**src/rtl/led_sched_pkg.sv**
```systemverilog
// Shared types and helpers for the LED blink scheduler.
package led_sched_pkg;

  // Width of each requester's blink count and of the remaining-blink counter.
  localparam int unsigned COUNT_W = 4;

  // Scheduler states.
  typedef enum logic [1:0] {
    ST_IDLE = 2'd0,
    ST_ON   = 2'd1,
    ST_OFF  = 2'd2,
    ST_GAP  = 2'd3
  } state_e;

  // Clock cycles per blink phase. Callers must keep the result at 2 or more.
  function automatic int unsigned calc_div(input int unsigned clock_rate_hz,
                                           input int unsigned tick_hz);
    return clock_rate_hz / tick_hz;
  endfunction

endpackage

```
**src/rtl/led_tick_gen.sv**
```systemverilog
// Integer clock divider: counts 0..DIV-1, wraps, and raises tick_o for one
// cycle when the count sits at DIV-1. clr_i restarts the count from 0 so a
// freshly granted burst gets a full-length first phase.
module led_tick_gen #(
  parameter int unsigned DIV = 10
) (
  input  logic clk,
  input  logic rst_n,
  input  logic clr_i,
  output logic tick_o
);

  localparam int unsigned CNT_W = (DIV > 1) ? $clog2(DIV) : 1;

  logic [CNT_W-1:0] cnt_q, cnt_d;

  assign tick_o = (cnt_q == CNT_W'(DIV - 1));

  // Next count: clear on request, wrap on tick, otherwise increment.
  always_comb begin
    // NOTE: assigning a default first means every path drives cnt_d, so no latch is inferred.
    cnt_d = cnt_q + CNT_W'(1);
    if (clr_i || tick_o) begin
      cnt_d = '0;
    end
  end

  // Count register.
  always_ff @(posedge clk or negedge rst_n) begin
    // NOTE: non-blocking assignments keep every register updating from pre-edge values.
    if (!rst_n) begin
      cnt_q <= '0;
    end else begin
      cnt_q <= cnt_d;
    end
  end

`ifdef FORMAL
  a_cnt_below_div: assert property (@(posedge clk) disable iff (!rst_n)
    cnt_q < CNT_W'(DIV));
`endif

endmodule

```
**src/rtl/led_blink_sched.sv**
```systemverilog
// Status-LED scheduler: arbitrates NREQ requesters, acknowledges the winner
// for one cycle, plays its burst of blinks at the tick rate, then holds the
// LED off for GAP_TICKS ticks before the next grant.
// Build option: define LEDSCHED_RR_EN for round-robin arbitration; the
// default build uses fixed priority (lowest index wins).
module led_blink_sched
  import led_sched_pkg::*;
#(
  parameter int unsigned CLOCK_RATE_HZ = 100_000_000,
  parameter int unsigned TICK_HZ       = 10,
  parameter int unsigned NREQ          = 4,
  parameter int unsigned GAP_TICKS     = 5
) (
  input  logic                    i_clk,
  input  logic                    i_reset_n,
  input  logic [NREQ-1:0]         i_req,
  input  logic [COUNT_W*NREQ-1:0] i_count,
  output logic [NREQ-1:0]         o_ack,
  output logic [2:0]              o_grant_id,
  output logic                    o_busy,
  output logic                    o_led
);

  localparam int unsigned DIV   = calc_div(CLOCK_RATE_HZ, TICK_HZ);
  localparam int unsigned IDX_W = $clog2(NREQ);
  localparam int unsigned GAP_W = (GAP_TICKS > 1) ? $clog2(GAP_TICKS) : 1;

  state_e               state_q, state_d;
  logic [COUNT_W-1:0]   rem_q, rem_d;
  logic [GAP_W-1:0]     gap_q, gap_d;
  logic [NREQ-1:0]      ack_q, ack_d;
  logic [2:0]           gid_q, gid_d;
  logic                 led_q, led_d;

  logic                 tick;
  logic                 grant;
  logic                 any_req;
  logic [IDX_W-1:0]     win;
  logic [IDX_W-1:0]     start;
  logic [COUNT_W-1:0]   cnt_arr [NREQ];

  // Split the packed count bus into one nibble per requester.
  for (genvar k = 0; k < NREQ; k++) begin : g_cnt
    assign cnt_arr[k] = i_count[k*COUNT_W +: COUNT_W];
  end

`ifdef LEDSCHED_RR_EN
  logic [IDX_W-1:0] last_q, last_d;

  // Search begins just after the last winner, wrapping at NREQ.
  assign start = (last_q == IDX_W'(NREQ - 1)) ? '0 : last_q + IDX_W'(1);
`else
  assign start = '0;
`endif

  // Pick the first requester at or after 'start', wrapping once around.
  always_comb begin
    logic [IDX_W:0] idx;
    any_req = 1'b0;
    win     = '0;
    idx     = '0;
    for (int i = 0; i < NREQ; i++) begin
      idx = {1'b0, start} + (IDX_W + 1)'(i);
      if (idx >= (IDX_W + 1)'(NREQ)) begin
        idx = idx - (IDX_W + 1)'(NREQ);
      end
      if (!any_req && i_req[idx[IDX_W-1:0]]) begin
        any_req = 1'b1;
        win     = idx[IDX_W-1:0];
      end
    end
  end

  led_tick_gen #(
    .DIV (DIV)
  ) u_tick (
    .clk    (i_clk),
    .rst_n  (i_reset_n),
    .clr_i  (grant),
    .tick_o (tick)
  );

  // Scheduler next-state and registered-output logic.
  always_comb begin
    state_d = state_q;
    rem_d   = rem_q;
    gap_d   = gap_q;
    ack_d   = '0;
    gid_d   = gid_q;
    led_d   = led_q;
    grant   = 1'b0;
`ifdef LEDSCHED_RR_EN
    last_d  = last_q;
`endif
    unique case (state_q)
      ST_IDLE: begin
        if (any_req) begin
          grant      = 1'b1;
          ack_d[win] = 1'b1;
          gid_d      = 3'(win);
`ifdef LEDSCHED_RR_EN
          last_d     = win;
`endif
          // A zero count is acknowledged but plays nothing; stay idle.
          if (cnt_arr[win] == '0) begin
            rem_d = '0;
          end else begin
            rem_d   = cnt_arr[win] - COUNT_W'(1);
            led_d   = 1'b1;
            state_d = ST_ON;
          end
        end
      end
      ST_ON: begin
        if (tick) begin
          led_d   = 1'b0;
          state_d = ST_OFF;
        end
      end
      ST_OFF: begin
        if (tick) begin
          if (rem_q == '0) begin
            gap_d   = '0;
            state_d = ST_GAP;
          end else begin
            rem_d   = rem_q - COUNT_W'(1);
            led_d   = 1'b1;
            state_d = ST_ON;
          end
        end
      end
      ST_GAP: begin
        if (tick) begin
          if (gap_q == GAP_W'(GAP_TICKS - 1)) begin
            state_d = ST_IDLE;
          end else begin
            gap_d = gap_q + GAP_W'(1);
          end
        end
      end
      default: state_d = ST_IDLE;
    endcase
  end

  // Scheduler registers; reset aborts any burst in progress.
  always_ff @(posedge i_clk or negedge i_reset_n) begin
    if (!i_reset_n) begin
      state_q <= ST_IDLE;
      rem_q   <= '0;
      gap_q   <= '0;
      ack_q   <= '0;
      gid_q   <= '0;
      led_q   <= 1'b0;
    end else begin
      state_q <= state_d;
      rem_q   <= rem_d;
      gap_q   <= gap_d;
      ack_q   <= ack_d;
      gid_q   <= gid_d;
      led_q   <= led_d;
    end
  end

`ifdef LEDSCHED_RR_EN
  // Last-grant pointer starts at NREQ-1 so the first search begins at 0.
  always_ff @(posedge i_clk or negedge i_reset_n) begin
    if (!i_reset_n) begin
      last_q <= IDX_W'(NREQ - 1);
    end else begin
      last_q <= last_d;
    end
  end
`endif

  assign o_ack      = ack_q;
  assign o_grant_id = gid_q;
  assign o_busy     = (state_q != ST_IDLE);
  assign o_led      = led_q;

`ifdef FORMAL
  a_rem_no_underflow: assert property (@(posedge i_clk) disable iff (!i_reset_n)
    (state_q == ST_OFF && tick && rem_q == '0) |=> (state_q == ST_GAP));
  a_ack_onehot0: assert property (@(posedge i_clk) disable iff (!i_reset_n)
    $onehot0(ack_q));
`endif

endmodule

```
**config.mk**
```make
export PLATFORM = sky130hd
export DESIGN_NAME = led_blink_sched
export DESIGN_NICKNAME = d
export VERILOG_FILES = /design/src/rtl/led_sched_pkg.sv /design/src/rtl/led_tick_gen.sv /design/src/rtl/led_blink_sched.sv
export SDC_FILE = /design/constraint.sdc
export NUM_CORES = 1
export LEC_CHECK = 0
export CORE_MARGIN = 4
export CORE_UTILIZATION = 59
export CTS_CLUSTER_SIZE = 24
export DETAILED_ROUTE_END_ITERATION = 12
export MAX_ROUTING_LAYER = met4
export PLACE_DENSITY_LB_ADDON = 0.15
export SYNTH_ARGS = -nofsm -noshare
export SYNTH_HDL_FRONTEND = slang
export SYNTH_SLANG_ARGS = --single-unit
```
**constraint.sdc**
```tcl
create_clock -name i_clk -period 3.43 [get_ports i_clk]
set_input_delay 0.5145 -clock i_clk [delete_from_list [all_inputs] [get_ports i_clk]]
set_output_delay 0.5145 -clock i_clk [all_outputs]
set_load 0.005 [all_outputs]
```
Yosys cells after proc, flatten, opt, wreduce, memory -nomap -nowiden
Cells that the tools add are included.
{"block": "classes", "n_mux": 41, "magnitude_cmp": 3, "bitwise_logic": 1, "n_eq_ne": 14, "reduce_logical": 20, "add_sub_neg": 4}
{"op": "two-way mux 4 bit", "count": 8}
{"op": "adder 24 x 1 -> 24 bit, second input constant", "count": 1}
{"op": "equality test 24 bit, second input constant", "count": 1}
{"op": "two-way mux 24 bit", "count": 1}
{"op": "two-way mux 2 bit", "count": 9}
{"op": "two-way mux 1 bit", "count": 13}
{"op": "two-way mux 3 bit", "count": 4}
{"op": "!= test 2 bit, second input constant", "count": 6}
{"op": "AND reduction 6 bit", "count": 2}
{"op": "binary-select mux 4 bit (select 2 bit)", "count": 1}
{"op": "logical NOT 4 bit", "count": 2}
{"op": "one-hot mux 2 bit (4 select lines)", "count": 1}
{"op": "one-hot mux 4 bit (2 select lines)", "count": 1}
{"op": "subtractor 4 x 1 -> 4 bit, second input constant", "count": 2}
{"op": "!= test 2 x 1 -> 1 bit, second input constant", "count": 3}
{"op": "one-hot mux 3 bit (2 select lines)", "count": 1}
{"op": "nonzero test 2 bit", "count": 3}
{"op": "AND reduction 5 bit", "count": 1}
{"op": "equality test 2 bit, second input constant", "count": 2}
{"op": "logical AND 1 bit", "count": 4}
{"op": "AND reduction 4 bit", "count": 1}
{"op": "adder 3 x 1 -> 3 bit, second input constant", "count": 1}
{"op": "equality test 3 bit, second input constant", "count": 1}
{"op": "greater-or-equal comparator 3 bit, second input constant", "count": 1}
{"op": "other kinds (11)", "count": 13}
{"block": "word_totals", "output_inout_bits": 9, "input_bits": 22, "regBits": 40, "elab_cells": 90}

Depth between registers and ports, before layout
Gate-level depths: netlist of the first run.
{"block": "logic_depth", "word_depth": 18, "mapped_depth": 8, "mapped_depth_nobuf": 7}

By module
From an unflattened synthesis of the first run, not the netlist that was laid out.
{"block": "hier_totals", "hier_cells": 259, "area_unflattened_um2": 2346.0}
{"mod": "led_tick_gen", "seq_area_each_um2": 600.6, "instances": 1, "area_each_um2": 1224.9, "cells_each": 130}
{"mod": "led_blink_sched", "seq_area_each_um2": 400.4, "instances": 1, "area_each_um2": 1121.1, "cells_each": 129}

Worst setup path after synthesis of the first run
OpenSTA, ideal clock, no wires.
{"block": "synth_path", "path_type": "register -> register", "start": "register u_tick.cnt_q[0]", "end": "register rem_q[1]", "setup_ns": 0.124, "arrival_time_ns": 1.966, "period_less_slack_ns": 2.091, "path_slack_ns": 1.339, "n_path_buf": 1, "required_time_ns": 3.306, "stages_incl_launch_ff": 9, "cell_sequence": "dfrtp_1 ha_1 and4_1 nand3_1 or4_4 buf_6 a22o_1 a21oi_1 o21ai_1"}
{"block": "synth_between", "elab_chain_len": 3}
{"item": "start: declaration", "line": "led_tick_gen.sv:15", "rtl": "logic [CNT_W-1:0] cnt_q, cnt_d;"}
{"item": "start signal: assignment", "line": "led_tick_gen.sv:34", "rtl": "cnt_q <= cnt_d;"}
{"item": "equality test 24 bit", "line": "led_tick_gen.sv:17", "rtl": "assign tick_o = (cnt_q == CNT_W'(DIV - 1));"}
{"item": "!= test 2 x 1 -> 1 bit (no line)"}
{"item": "AND reduction 4 bit (no line)"}
{"item": "end signal: assignment", "line": "led_blink_sched.sv:156", "rtl": "rem_q <= rem_d;"}
{"item": "end: declaration", "line": "led_blink_sched.sv:29", "rtl": "logic [COUNT_W-1:0] rem_q, rem_d;"}
Every way passes these cells.
A chain may end at the register's enable or synchronous reset.

Worst setup path in the final report of the first run
{"block": "layout_path", "start": "register u_tick.cnt_q[0]", "end": "register u_tick.cnt_q[19]"}
{"block": "layout_between", "elab_chain_len": 3, "elab_cells_between_ends": 4, "cone_classes": "add/sub (1); eq/ne (1); mux (1); reduce/logical (1)"}
{"item": "branches (longest 2 deep; another with adder 24 x 1 -> 24 bit)"}
{"item": "two-way mux 24 bit *", "line": "led_tick_gen.sv:23", "rtl": "if (clr_i || tick_o) begin"}
{"item": "via u_tick.cnt_d[19]", "line": "led_tick_gen.sv:15"}
Mark *: on every way through the listed nets, which the timed path passes.

==> results of run 1 <==
[cells in the mapped netlist, drive strengths merged (6+ instances only)]
cell type	instances
a21oi	12
dfrtp	40
inv	6
nand2	21
nand3	17
nand4	6
nor2	40
nor3	7
o21ai	11
xnor2	6
xor2	15
[power by group through the flow]
stage                     Combinational [W]  Sequential (W)  Clock, W
final                             0.0000790        0.000477  0.000398
after global routing              0.0000884        0.000477  0.000432
after global placement            0.0000753        0.000486         0
after detailed placement          0.0000778        0.000486         0
after CTS                         0.0000800        0.000477  0.000408
after floorplan                   0.0000386        0.000486         0
[registers in the layout, summed over array words and instances (netlist names)]
register      cells
u_tick.cnt_q     24
o_ack             4
rem_q             4
gap_q             3
o_grant_id        2
state_q           2
o_led             1
[through the flow]
step | cells | instance area (sq um) | hold slack, ps | setup WS, ps
6_report | 324 | 2650 | 314 | 963
5_1_grt | 324 | 2650 | 392 | 774
4_1_cts | 324 | 2650 | 351 | 924
3_5_place_dp | 316 | 2530 | 482 | 702
3_3_place_gp | 316 | 2530 | 476 | 765
2_1_floorplan | 248 | 2230 | 219 | 1340
[final cells by class]
cell class	count	area, sq um
clock buffer	5	68.8
multi-input combinational	192	1160
inverter	6	22.5
fill	287	1010
timing repair buffer	30	293
sequential	40	1000
tap	48	60.1
clock inverter	3	46.3
[cell families (layout without fill, tap and decap cells)]
logic type | count (synthesis) | in the layout | synth area share
adder cells (fa/ha/maj) | 5 | 5 | 0.0280
AND/OR/NAND/NOR | 125 | 125 | 0.291
flip-flops | 40 | 40 | 0.448
buffers and inverters | 16 | 44 | 0.0336
AO/OA/AOI/OAI | 38 | 38 | 0.106
XOR/XNOR | 21 | 21 | 0.0823
multiplexers | 2 | 2 | 0.00952
other | 1 | 1 | 0.00168
[path summary, 6_finish.rpt]
kind                                 start          endpoint  slack (ps)  cells past startpoint
max                        u_tick.cnt_q[0]  u_tick.cnt_q[19]         960                      6
min                              i_reset_n  u_tick.cnt_q[17]         310                      1
max reg2reg                u_tick.cnt_q[0]  u_tick.cnt_q[19]         960                      6
min reg2reg                u_tick.cnt_q[0]   u_tick.cnt_q[0]         490                      1
max in group asynchronous        i_reset_n  u_tick.cnt_q[23]        2580                      1
min in group i_clk         u_tick.cnt_q[0]   u_tick.cnt_q[0]         490                      1
[critical path, delay by kind of cell, from the launching register on]
| family | cells | cell delay [ps] |
|---|---|---|
| AND/OR/NAND/NOR | 5 | 1670 |
| adder cells (fa/ha/maj) | 1 | 240 |
| flip-flops | 1 | 400 |
[per-layer routing]
layer	vias to the layer above	GRT usage	share of wire
li1	923	-	-
met1	872	0.271	0.46
met2	37	0.320	0.48
met3	8	0.0522	0.042
met4	0	0.0781	0.016
met5	-	-	0
==> impl_metrics.tcl, run 1 <==
set metrics [dict create \
    peakVddDrop_uv 231 \
    fin_tns_setup_ps 0 \
    power_frac_clock 0.417 \
    cts.htree.levels 2 \
    hold_viol 0 \
    cp-start-kind "register" \
    yosysSeqAreaShare 0.448 \
    port_buffers 29 \
    final_util 0.724 \
    route.detailed.wl_per_inst_microns 14.0 \
    drv_cap 0 \
    critPathSlowestCell "or4_4" \
    drive_above_1_share 0.0616 \
    gp_congestion 0.817 \
    dr.pass1.iters 4 \
    die_x_microns 69.5 \
    ys_async_sr_fraction 1.00 \
    p_total_w 0.000954 \
    grt_pass1_vias 1774 \
    overflow 0 \
    mostFrequentLayoutCells "nor2_1, dfrtp_1, clkdlybuf4s50_1" \
    cp_max_fo 22 \
    ctsHoldBuffers 0 \
    sw_frac_of_total 0.233 \
    fin_crit_ps 2470 \
    grt_pass1_wl_mm 8.00 \
    cts_buffers 5 \
    drtIter0Drc 112 \
    syn_inst 248 \
    synth_nets 275 \
    die_y_microns 69.5 \
    critPathMaxStageDelay_ps 640 \
    tightest_slew_ps 849 \
    io_pins 31 \
    crit_required_ps 3580 \
    clock_path_buffers 2 \
    drc 0 \
    insertion_delay_ps 300 \
    num_antenna_cells 0 \
    die_area_sq_um 4840 \
    coreArea_sq_um 3660 \
    synth_area_per_cell_sq_um 9.01 \
    yosysTopAreaCellShare 0.448 \
    worstPathCellList "ha_1 -> and4_1 -> nand3_1 -> or4_4 -> nand2_1 -> nor2_1" \
    hp-class "input port to asynchronous set/reset pin" \
    grt_use_total 0.210 \
    seqPwrFrac 0.500 \
    p_comb_frac 0.083 \
    synthTopCellsByArea "dfrtp_1, nor2_1, xor2_1" \
    yosys_most_used_dff "dfrtp_1" \
    syn_to_final_growth_pct 18.6 \
    p_int_w 0.000732 \
    fp-row-count 22 \
    clock_sinks 40 \
    dp_hpwl_mm 3.27 \
    period_share 0.719 \
    ys_seq_elements 40 \
    start_util 0.610 \
    synth_edf_count 0 \
    netlist_area_sq_um 2230 \
    ant_nets 0 \
    max_freq_mhz 405 \
    worst_setup_path_end_kind "register" \
    grt_max_degree 41 \
    status "finished, final reports clean" \
    yosysWarningCount 0 \
    fin_skew_ps 4.18 \
    rsz0062_at_grt "no" \
    layout.nets 302 \
    yosysTopAreaCell "dfrtp_1" \
    grt_antenna_before_repair 0 \
    cts-root-buf "clkbuf_8" \
    cts-resized-gates 0 \
    vias 1840 \
    synth_cell_type_count 48 \
    power.switching_w 0.000222 \
    crit_arrival_ps 2620 \
    finalSetupViolations 0 \
    via_per_inst 5.68 \
    finalWirelength_mm 4.55 \
    drv_slew 0 \
    power_leakage_nw 1.14 \
    clkTransAtPathRegs_ps 80 \
    cts_tree "built" \
    critical_path_class "register to register" \
    power_density_nw_per_um2 360 \
    relSlewSlack 0.434 \
    cts_setup_buffers 0 \
]
No activity file was read; power rests on OpenSTA's default activity.
==> run 2, diff against run 1 <==
CORE_UTILIZATION = 49   (was 59)
clock period = 2.06 ns   (was 3.43 ns; I/O delays follow)
==> run 2 against run 1 <==
Effect of this change:
- cell count is 14% higher
- via count is 9.5% higher
- sequential power is 67% higher
- utilization is 2.7 points lower
- fmax is 20% higher
- count of clock-buffer cells in the layout is 2 higher
- global-route usage is 2.0 points lower
- non-clock buffer count is 41 higher
- setup slack worse by 960 ps
- combinational power is 110% higher
- sequential share of layout area is 5.0 points lower
- largest cell class unchanged
- largest power group unchanged
- highest routed layer unchanged
==> impl_metrics.tcl, run 2 (synthesis results as in run 1) <==
set metrics [dict create \
    hold_viol 0 \
    clock_sinks 40 \
    worstPathCellList "ha_2 -> and4_4 -> nand3_2 -> or4_4 -> nor3_4 -> nand3_2 -> o2bb2ai_1" \
    via_per_inst 5.46 \
    crit_buf_inv 0 \
    relSlewSlack 0.666 \
    fin_skew_ps 9.32 \
    die_y_microns 75.5 \
    drv_cap 0 \
    num_antenna_cells 0 \
    instances_no_fill 369 \
    critPathMaxStageDelay_ps 600 \
    mostFrequentLayoutCell "nor2_1" \
    ant_nets 0 \
    crit_required_ps 2280 \
    power_leakage_nw 1.37 \
    drv_slew 0 \
    io_pins 31 \
    period_share 0.997 \
    critical_path_class "register to register" \
    vias 2015 \
    power_density_nw_per_um2 493 \
    cp_max_fo 5 \
    worst_setup_path_end_kind "register" \
    grt_max_degree 41 \
    status "finished, final reports clean" \
    critPathTopFamily "simple AND/OR/NAND/NOR gates" \
    route.detailed.wl_per_inst_microns 13.4 \
    dp_hpwl_mm 3.53 \
    clkTransAtPathRegs_ps 80 \
    rsz0062_at_grt "yes" \
    finalSetupViolations 0 \
    grt_pass1_vias 1809 \
    fin_crit_ps 2050 \
    cp_common_cell "nand3_2" \
    dr.pass1.iters 4 \
    grt_pass1_wl_mm 8.07 \
    cts_buffers 5 \
    port_buffers 29 \
    cp-start-kind "register" \
    cts_tree "built" \
    gp_congestion 0.862 \
    coreArea_sq_um 4380 \
    cts-root-buf "clkbuf_8" \
    tightest_slew_ps 496 \
    die_area_sq_um 5700 \
    hp-class "input port to asynchronous set/reset pin" \
    insertion_delay_ps 290 \
    mostFrequentLayoutCells "nor2_1, dfrtp_1, buf_4" \
    grt_antenna_before_repair 0 \
    start_util 0.510 \
    drtIter0Drc 67 \
    fp-row-count 24 \
    dp.cells 355 \
    largest-register "u_tick.cnt_q" \
    max_freq_mhz 487 \
    drive_above_1_share 0.215 \
    placed_area_sq_um 2830 \
    critPathSlowestCell "or4_4" \
    syn_to_final_growth_pct 36.7 \
    drc 0 \
    clock_path_buffers 2 \
    finalWirelength_mm 4.96 \
    peakVddDrop_uv 465 \
    fillCellCount 335 \
    crit_arrival_ps 2270 \
    layout.nets 343 \
    largest_reg_flops 24 \
    grt_use_total 0.189 \
    die_x_microns 75.5 \
    fin_area_sq_um 3050 \
    overflow 0 \
    cts.htree.levels 2 \
]
run 2: cell count changes in the layout (fill, tap and decap cells not counted), sizes merged:
cell,delta
bufinv,-1
buf,+39
clkbuf,+3
dlygate4sd3,+1
inv,-1
run 2: path summary, 6_finish.rpt:
check,from,endpoint,slack (ps),cells past startpoint
setup / recovery,u_tick.cnt_q[1],gap_q[2],6,7
hold / removal,i_reset_n,u_tick.cnt_q[13],510,3
setup reg to reg,u_tick.cnt_q[1],gap_q[2],6,7
hold reg to reg,o_led,o_led,540,2
max in group asynchronous,i_reset_n,state_q[0],1340,3
min in group i_clk,o_led,o_led,540,2
run 2: timing repair:
| item | CTS | global route |
|---|---|---|
| endpoints found under the hold margin | 40 | 0 |
| buffers inserted | 0 | 4 |
| pin swaps | 1 | 7 |
| setup endpoints to repair | 5 | 11 |
| hold buffers | 1 | 0 |
| gates cloned | 0 | 1 |
| resized for setup | 0 | 16 |
run 2: area by class of cell:
type,instances,area (sq um),share of cell area
clock inverter,1,7.51,0.00246
multi-input combinational,192,1220,0.400
sequential,40,1000,0.328
inverter,6,22.5,0.00737
tap,52,65.1,0.0213
timing repair buffer,71,649,0.213
clock buffer,7,86.3,0.0283
run 2: worst register-to-register path, delay by kind of cell, from the launching register on:
| kind | cells | cell delay [ps] |
|---|---|---|
| simple gates | 5 | 1290 |
| flops | 1 | 360 |
| compound gates | 1 | 150 |
| fa+ha+maj | 1 | 190 |
run 2: stage by stage:
| step | TNS [ps] | power, W | hold slack, ps | utilization | setup WS (ps) |
|---|---|---|---|---|---|
| floorplan | 0 | 0.000873 | 13.4 | - | 36.3 |
| global placement | -673 | 0.000963 | 294 | 0.646 | -149 |
| detailed placement | -748 | 0.000965 | 295 | 0.646 | -165 |
| CTS | 0 | 0.00152 | 514 | 0.669 | 2.64 |
| global route | -794 | 0.00158 | 525 | 0.697 | -96.4 |
| finish | 0 | 0.00151 | 505 | 0.697 | 5.81 |
run 2: layer usage:
| layer | GRT usage | vias to the layer above | wire length [microns] | part of all wire |
|---|---|---|---|---|
| met1 | 0.262 | 953 | 2370 | 0.48 |
| met3 | 0.0422 | 8 | 263 | 0.053 |
| met5 | - | - | 0 | 0 |
| li1 | - | 1004 | - | - |
| met4 | 0.0524 | 0 | 69 | 0.014 |
| met2 | 0.280 | 50 | 2260 | 0.46 |
run 2: power by group:
| part | total, W | internal (W) | switching (W) |
|---|---|---|---|
| sequential | 0.000795 | 0.000790 | 0.00000420 |
| clock | 0.000548 | 0.000272 | 0.000275 |
| combinational | 0.000162 | 0.0000885 | 0.0000740 |
==> run 3, diff against run 2 <==
PLACE_DENSITY = 0.76   (was not set)
PLACE_DENSITY_LB_ADDON = not set   (was 0.15)
==> run 3 against run 2 <==
Effect of this change:
- the run now ends with negative setup slack left
- global-route usage grew 1.2 points
- routed wire length grew 6.3%
- sequential power is essentially flat
- first-iteration DRC count grew 54%
- critical path depth is the same
- combinational power shrank 4%
- worst hold slack lost 440 ps
- critical path type unchanged
- highest routed layer unchanged
==> impl_metrics.tcl, run 3 (synthesis results as in run 1) <==
set metrics [dict create \
    status "complete, but fails checks" \
    violations "negative setup slack" \
    crit_required_ps 2240 \
    die_area_sq_um 5700 \
    cts_tree "built" \
    p_total_w 0.00149 \
    grt_pass1_wl_mm 8.54 \
    p_comb_frac 0.104 \
    sw_frac_of_total 0.232 \
    port_buffers 29 \
    crit_arrival_ps 2300 \
    syn_to_final_growth_pct 33.4 \
    power_frac_clock 0.362 \
    fin_crit_ps 2120 \
    drc 0 \
    grt_max_degree 41 \
    grt_pass1_vias 1952 \
    grt_use_total 0.201 \
    holdWs_ps 61.6 \
    met2_usage 0.313 \
    cts.htree.levels 2 \
    via_per_inst 5.48 \
    relSlewSlack 0.662 \
    finalWirelength_mm 5.27 \
    cts-root-buf "clkbuf_8" \
    seqPwrFrac 0.533 \
    vias 2006 \
    power.switching_w 0.000345 \
    critical_path_class "register to register" \
    largest_reg_flops 24 \
    cp-start-kind "register" \
    cts_buffers 5 \
    die_y_microns 75.5 \
    num_antenna_cells 0 \
    clock_path_buffers 2 \
    cp_max_fo 5 \
    worst_setup_path_end_kind "register" \
    finalWorstSetupSlack_ps -59.0 \
    route.detailed.wl_per_inst_microns 14.4 \
    clock_sinks 40 \
    p_int_w 0.00115 \
    dr.pass1.iters 4 \
    tightest_slew_ps 507 \
    fin_skew_ps 4.42 \
    drv_cap 0 \
    mostFrequentLayoutCells "nor2_1, dfrtp_1, buf_4" \
    max_freq_mhz 472 \
    period_share 1.03 \
    peakVddDrop_uv 400 \
    hp-class "input port to asynchronous set/reset pin" \
    grt_antenna_before_repair 0 \
    power_leakage_nw 1.35 \
    drive_above_1_share 0.201 \
    io_pins 31 \
    fillCellCount 346 \
    start_util 0.510 \
    power_density_nw_per_um2 500 \
    ant_nets 0 \
    top_usage_layer "met2" \
    use_met1 0.258 \
    ctsHoldBuffers 0 \
    overflow 0 \
    hold_viol 0 \
    coreArea_sq_um 4380 \
    layout.nets 340 \
    rsz0062_at_grt "yes" \
    fp-row-count 24 \
    drv_slew 0 \
    die_x_microns 75.5 \
    drtIter0Drc 103 \
    clkTransAtPathRegs_ps 80 \
    insertion_delay_ps 290 \
    fin_tns_setup_ps -126 \
    gp_congestion 0.856 \
    use_met3 0.0396 \
    dp_hpwl_mm 3.75 \
    finalSetupViolations 4 \
    largest-register "u_tick.cnt_q" \
]
==> run 3: area by class of cell <==
class	count	area (sq um)	area share
Sequential cell	40	1000	0.336
Multi-Input combinational cell	192	1210	0.406
Clock buffer	8	90.1	0.0302
Timing Repair Buffer	68	591	0.198
Inverter	6	22.5	0.00756
Tap cell	52	65.1	0.0218
==> run 3: worst paths after layout <==
| path | startpoint | to | slack [ps] | cells past startpoint |
|---|---|---|---|---|
| setup / recovery | u_tick.cnt_q[1] | gap_q[2] | -60 | 7 |
| hold / removal | i_reset_n | u_tick.cnt_q[13] | 60 | 2 |
| setup reg to reg | u_tick.cnt_q[1] | gap_q[2] | -60 | 7 |
| hold reg to reg | rem_q[1] | rem_q[1] | 530 | 2 |
| max in group asynchronous | i_reset_n | state_q[1] | 1640 | 2 |
| min in group i_clk | rem_q[1] | rem_q[1] | 530 | 2 |
==> run 3: layer usage <==
layer  up-vias  share of wire
li1        997              -
met1       962           0.46
met2        37           0.49
met3        10          0.026
met4         0          0.020
met5         -              0
==> run 3: power groups by stage <==
stage / Combinational [W] / Clock [W] / Sequential (W)
2_1_floorplan: 0.0000643 / 0 / 0.000809
3_3_place_gp: 0.000148 / 0 / 0.000810
3_5_place_dp: 0.000153 / 0 / 0.000810
4_1_cts: 0.000153 / 0.000548 / 0.000794
5_1_grt: 0.000173 / 0.000581 / 0.000796
6_report: 0.000156 / 0.000540 / 0.000795
==> run 3: metrics by stage <==
stage / instances / util / instance area, sq um / worst slack, ps
floorplan: 248 / - / 2240 / 36.3
global placement: 354 / 0.641 / 2810 / -189
detailed placement: 354 / 0.641 / 2810 / -230
CTS: 363 / 0.666 / 2920 / -23.5
global route: 366 / 0.680 / 2980 / -130
finish: 366 / 0.680 / 2980 / -59.0
==> run 3: critical path, stage by stage, from the launching register on <==
cell       delay, ps
dfrtp_1          380
ha_2             200
and4_4           220
nand3_2           90
or4_4            570
nor3_4           300
o21ai_1          110
o2bb2ai_1        130
==> run 3: what timing repair did <==
item	in CTS	in global routing
gates cloned	0	0
pin swaps	1	4
setup buffers	1	3
setup endpoints to repair	5	9
gates resized for setup	3	11
